**config.mk**
```make
export PLATFORM = sky130hd
export DESIGN_NAME = booth_mult_param
export DESIGN_NICKNAME = d
export VERILOG_FILES = /design/src/rtl/booth_mult_param.sv
export SDC_FILE = /design/constraint.sdc
export NUM_CORES = 1
export LEC_CHECK = 0
export CAP_MARGIN = 5
export CORE_MARGIN = 2
export CORE_UTILIZATION = 30
export CTS_CLUSTER_SIZE = 10
export DETAILED_ROUTE_END_ITERATION = 8
export PLACE_DENSITY = 0.46
export SKIP_CTS_REPAIR_TIMING = 1
export SLEW_MARGIN = 20
export SYNTH_ARGS = -nofsm -noshare
export SYNTH_HDL_FRONTEND = slang
export SYNTH_SLANG_ARGS = --single-unit
```
**constraint.sdc**
```tcl
create_clock -name clock -period 11.5 [get_ports clock]
set_clock_uncertainty 0.15 [all_clocks]
set_input_delay 2.3 -clock clock [delete_from_list [all_inputs] [get_ports clock]]
set_output_delay 2.3 -clock clock [all_outputs]
set_load 0.005 [all_outputs]
```
**src/rtl/booth_mult_param.sv**
```systemverilog
// Multi-cycle radix-4 Booth multiplier with start/ready handshake.
// Produces the full 2*WIDTH product and a mode-dependent overflow flag.
module booth_mult_param #(
  parameter int WIDTH = 32
) (
  input  logic             clock,
  input  logic             reset,
  input  logic             start,
  input  logic             is_signed,
  input  logic [WIDTH-1:0] data_operandA,
  input  logic [WIDTH-1:0] data_operandB,
  output logic [WIDTH-1:0] data_result,
  output logic [WIDTH-1:0] data_result_hi,
  output logic             data_exception,
  output logic             data_resultRDY,
  output logic             busy
);

  localparam int N  = WIDTH / 2 + 1;
  localparam int CW = $clog2(N + 1);
  localparam int EW = WIDTH + 2;
  localparam int AW = WIDTH + 4;
  localparam logic [CW-1:0] LAST_STEP = CW'(N);

  localparam logic [1:0] S_IDLE = 2'd0;
  localparam logic [1:0] S_RUN  = 2'd1;
  localparam logic [1:0] S_DONE = 2'd2;

  logic [1:0]       state_q, state_d;
  logic [CW-1:0]    cnt_q, cnt_d;
  logic [EW-1:0]    mcand_q, mcand_d;
  logic [AW-1:0]    acc_q, acc_d;
  logic [EW-1:0]    mplr_q, mplr_d;
  logic             ghost_q, ghost_d;
  logic             mode_q, mode_d;
  logic [WIDTH-1:0] res_lo_q, res_lo_d;
  logic [WIDTH-1:0] res_hi_q, res_hi_d;
  logic             exc_q, exc_d;
  logic             rdy_q, rdy_d;

  logic [AW-1:0]      a_ext, a_dbl, addend, acc_sum;
  logic [EW-1:0]      op_a_ext, op_b_ext;
  logic [2*WIDTH-1:0] product;
  logic [WIDTH:0]     prod_top;
  logic               exc_next;

  always_comb begin
    op_a_ext = is_signed ? {{2{data_operandA[WIDTH-1]}}, data_operandA}
                         : {2'b00, data_operandA};
    op_b_ext = is_signed ? {{2{data_operandB[WIDTH-1]}}, data_operandB}
                         : {2'b00, data_operandB};

    a_ext = {{2{mcand_q[EW-1]}}, mcand_q};
    a_dbl = {a_ext[AW-2:0], 1'b0};
    case ({mplr_q[1:0], ghost_q})
      3'b001, 3'b010: addend = a_ext;
      3'b011:         addend = a_dbl;
      3'b100:         addend = -a_dbl;
      3'b101, 3'b110: addend = -a_ext;
      default:        addend = '0;
    endcase
    acc_sum = acc_q + addend;

    // The product lives in the low 2*WIDTH bits of {acc, mplr} once all steps are done
    product  = {acc_q[WIDTH-3:0], mplr_q};
    prod_top = product[2*WIDTH-1:WIDTH-1];
    exc_next = mode_q ? !((&prod_top) || (~|prod_top))
                      : (|product[2*WIDTH-1:WIDTH]);
  end

  always_comb begin
    state_d  = state_q;
    cnt_d    = cnt_q;
    mcand_d  = mcand_q;
    acc_d    = acc_q;
    mplr_d   = mplr_q;
    ghost_d  = ghost_q;
    mode_d   = mode_q;
    res_lo_d = res_lo_q;
    res_hi_d = res_hi_q;
    exc_d    = exc_q;
    rdy_d    = rdy_q;

    case (state_q)
      S_IDLE, S_DONE: begin
        if (start) begin
          mcand_d = op_a_ext;
          mplr_d  = op_b_ext;
          acc_d   = '0;
          ghost_d = 1'b0;
          mode_d  = is_signed;
          cnt_d   = '0;
          rdy_d   = 1'b0;
          state_d = S_RUN;
        end
      end
      S_RUN: begin
        if (cnt_q != LAST_STEP) begin
          acc_d   = {{2{acc_sum[AW-1]}}, acc_sum[AW-1:2]};
          mplr_d  = {acc_sum[1:0], mplr_q[EW-1:2]};
          ghost_d = mplr_q[1];
          cnt_d   = cnt_q + CW'(1);
        end else begin
          res_lo_d = product[WIDTH-1:0];
          res_hi_d = product[2*WIDTH-1:WIDTH];
          exc_d    = exc_next;
          rdy_d    = 1'b1;
          state_d  = S_DONE;
        end
      end
      default: state_d = S_IDLE;
    endcase
  end

  always_ff @(posedge clock) begin
    if (!reset) begin
      state_q  <= S_IDLE;
      cnt_q    <= '0;
      mcand_q  <= '0;
      acc_q    <= '0;
      mplr_q   <= '0;
      ghost_q  <= 1'b0;
      mode_q   <= 1'b0;
      res_lo_q <= '0;
      res_hi_q <= '0;
      exc_q    <= 1'b0;
      rdy_q    <= 1'b0;
    end else begin
      state_q  <= state_d;
      cnt_q    <= cnt_d;
      mcand_q  <= mcand_d;
      acc_q    <= acc_d;
      mplr_q   <= mplr_d;
      ghost_q  <= ghost_d;
      mode_q   <= mode_d;
      res_lo_q <= res_lo_d;
      res_hi_q <= res_hi_d;
      exc_q    <= exc_d;
      rdy_q    <= rdy_d;
    end
  end

  assign data_result    = res_lo_q;
  assign data_result_hi = res_hi_q;
  assign data_exception = exc_q;
  assign data_resultRDY = rdy_q;
  assign busy           = (state_q == S_RUN);

endmodule
```
==> flow_summary.toml <==
[logic_synthesis]
syn_nets = 1534
ys.flop_type = "dfxtp_1"
netlist_instances = 1427
synth_cell_types = 69
ys_async_sr_fraction_pct = 0
syn_area_per_cell_um2 = 7.27
synth_seq_cells = 176
synth_seq_area_share_pct = 34.0
synth_edf_count = 0
syn_area_um2 = 10400
yosys_warnings = 0

[drt]
avgViaCountPerCell = 5.19
drt-initial-drc-count = 670
drc = 0
first_pass_iters = 4
wl_per_cell_um = 17.3
routed_wl_um = 33800
antenna_left = 0
num_vias = 10122

[clocking]
clock-root-buffer = "clkbuf_16"
clkLatencyLatePin_ns = 0.45
path_clk_slew_ns = 0.07
clock_sinks = 176
h-tree-depth = 4
cts_tree = "yes"
ctsLongestPathBuffers = 2
cts_made_buffers = 17

[layout]
layout-drive-gt1-share_pct = 4.81
antenna_cells = 0
nets = 1593
syn2layout_area_growth_pct = 20.8
fillers = 3693
utilization_pct = 36.5

[grt]
overflow = 0
antenna_found_initial = 0
grt_start_max_net_pins = 83
grt_pass1_vias = 9381
grt_pass1_wl_um = 53300
groute.usage.overall_pct = 18.7

[min_path]
hold_path_end = "data_result[14]"
hold_path_class = "flop to flop"
worst_hold_startpoint = "data_result[14]"
holdPathStages = 2

[power_and_ir_drop]
ir_worst_vdd_v = 0.000117
p_leak_nw = 4.48
p_per_area_nw_per_um2 = 132

[place]
dp.final_hpwl_um = 23800
port_buffers = 134
gp_congestion = 0.890

[setup_path]
cp.arrival_ns = 5.61
r2r_cells = 20
startpoint_type = "flop"
cp_num_buf_inv = 1
end_kind = "flop"
slowest_delay_ns = 0.52
r2r_slack_ns = 6.05
required_ns = 11.66
crit_family = "compound AO/OA/AOI/OAI gates"
crit_cells = 20
reg2reg_from = "mcand_q[1]"
crit_chain = "inv_1, ha_1, or3b_2, nor2_1, nand2_1, or3_1, nand2_1, xnor2_1, a221oi_1, a31oi_1, ha_1, a21oi_1, o21ai_0, a221oi_1, nor2_1, a211oi_1, o21ai_1, a311oi_1, xor2_1, o21ai_0"
critical_path_class = "flop to flop"
crit_slowest_cell = "or3b_2"
crit_path_max_fanout = 10
rr_endpoint = "acc_q[29]"

[sta]
setup_violations = 0
period_minus_slack_ns = 5.45
relSlewSlack_pct = 36.2
rsz0062_at_grt = "false"
setup_tns_ns = 0
final_hold_viol_count = 0
tightest_slew_ns = 0.955
final_max_slew_viol_count = 0
final.period_utilization_pct = 47.4
max_freq_ghz = 0.183

[die]
die_area_um2 = 36100
ios = 135
die_w_um = 190
core_region_area_um2 = 34300
initial_core_util_pct = 30.3
placementRows = 68
die_y_um = 190

[status]
status = "complete, no violations"

[job]
maxCapViolations = 0
## worst max-delay path by stage
stage | startpoint | end
4_1_cts | mcand_q[1] | acc_q[29]
2_1_floorplan | mcand_q[1] | acc_q[29]
3_5_place_dp | mcand_q[0] | acc_q[29]
3_3_place_gp | mcand_q[1] | acc_q[29]
5_1_grt | mcand_q[1] | acc_q[29]
6_report | mcand_q[1] | acc_q[29]
## worst reg2reg max path, stage by stage, from the launching register on
cell and delay (ns):
dfxtp_1 0.36, inv_1 0.08, ha_1 0.16, or3b_2 0.52
nor2_1 0.32, nand2_1 0.16, or3_1 0.41, nand2_1 0.10
xnor2_1 0.09, a221oi_1 0.30, a31oi_1 0.09, ha_1 0.47
a21oi_1 0.18, o21ai_0 0.17, a221oi_1 0.39, nor2_1 0.11
a211oi_1 0.47, o21ai_1 0.19, a311oi_1 0.36, xor2_1 0.16
o21ai_0 0.08
## metal layers
| metal | vias to the layer above | global-route usage (%) | wire [um] |
|---|---|---|---|
| met5 | - | 0 | 0 |
| met4 | 0 | 5.93 | 648 |
| met3 | 29 | 2.58 | 1530 |
| met2 | 232 | 28.6 | 14800 |
| met1 | 4736 | 26.9 | 16800 |
| li1 | 5125 | - | - |
## sequential cells by signal, indices dropped and copies added, names as in the netlist
name / cells
data_result_hi: 32
state_q: 2
data_exception: 1
cnt_q: 5
mplr_q: 34
data_resultRDY: 1
acc_q: 34
mcand_q: 33
ghost_q: 1
mode_q: 1
data_result: 32
## report_power, final
group	switching, mW	total, mW	internal (mW)	leakage (nW)
Sequential	0.0415	0.681	0.640	1.43
Clock	0.283	0.569	0.286	0.264
Combinational	0.250	0.410	0.160	2.78
## synth_stat cells (4+ instances only)
master,n,share of area [%]
nand2_1,385,14
dfxtp_1,176,34
a21oi_1,165,8.0
nor2_1,95,3.4
clkbuf_1,88,3.2
o21ai_0,53,2.6
xnor2_1,49,4.1
ha_1,38,4.6
a311oi_1,33,2.8
nand3_1,29,1.4
xor2_1,28,2.4
a221oi_1,23,1.9
a31oi_1,22,1.3
a21o_1,21,1.5
nand4_1,21,1.3
inv_1,18,0.65
a211oi_1,15,1.1
nor3_1,15,0.72
buf_1,13,0.47
nor4_1,13,0.78
o22ai_1,9,0.54
o21bai_1,8,0.58
nand2b_1,7,0.42
o211ai_1,6,0.43
o21a_1,6,0.43
buf_2,5,0.24
mux2i_1,5,0.48
or3_1,5,0.30
or4_1,5,0.36
a211o_1,4,0.34
a221o_1,4,0.39
a22oi_1,4,0.29
nor2b_1,4,0.24
o31ai_1,4,0.29
## cell usage in the layout (no fill, tap or decap), types with 22 or more instances in the layout
cell type / netlist / layout
clkdlybuf4s50_1: 0 / 134
nor2_1: 95 / 93
a21oi_1: 165 / 165
a31oi_1: 22 / 22
xor2_1: 28 / 28
nand2_1: 385 / 383
dfxtp_1: 176 / 175
ha_1: 38 / 38
xnor2_1: 49 / 49
nand3_1: 29 / 29
o21ai_0: 53 / 53
a221oi_1: 23 / 23
a311oi_1: 33 / 33
## area by class of cell
class / instances / area, um2 / share of cell area, %
sequential: 176 / 3520 / 28.1
clock inverter: 12 / 103 / 0.819
inverter: 21 / 81.3 / 0.649
clock buffer: 18 / 439 / 3.50
timing repair buffer: 148 / 1450 / 11.5
tap: 455 / 569 / 4.54
multi-input combinational: 1122 / 6370 / 50.8
## per-stage QoR
| stage | std cells | setup slack, ns | cell area, um2 | power (mW) | hold slack [ns] |
|---|---|---|---|---|---|
| 4_1_cts | 1952 | 6.01 | 12500 | 1.68 | 0.306 |
| 5_1_grt | 1952 | 5.56 | 12500 | 1.75 | 0.321 |
| 6_report | 1952 | 6.05 | 12500 | 1.66 | 0.303 |
| 3_3_place_gp | 1922 | 6.10 | 12000 | 1.11 | 0.293 |
| 3_5_place_dp | 1922 | 6.02 | 12000 | 1.10 | 0.296 |
| 2_1_floorplan | 1427 | 6.87 | 10400 | 0.979 | 0.282 |
## cell families after synthesis
family          share of synthesized area, %
buf+inv                                 4.87
flops                                   34.0
simple gates                            25.5
fa+ha+maj                               4.78
compound gates                          23.9
mux                                    0.483
xor+xnor                                6.50
Note: power is estimated with default switching activity, not from simulation.
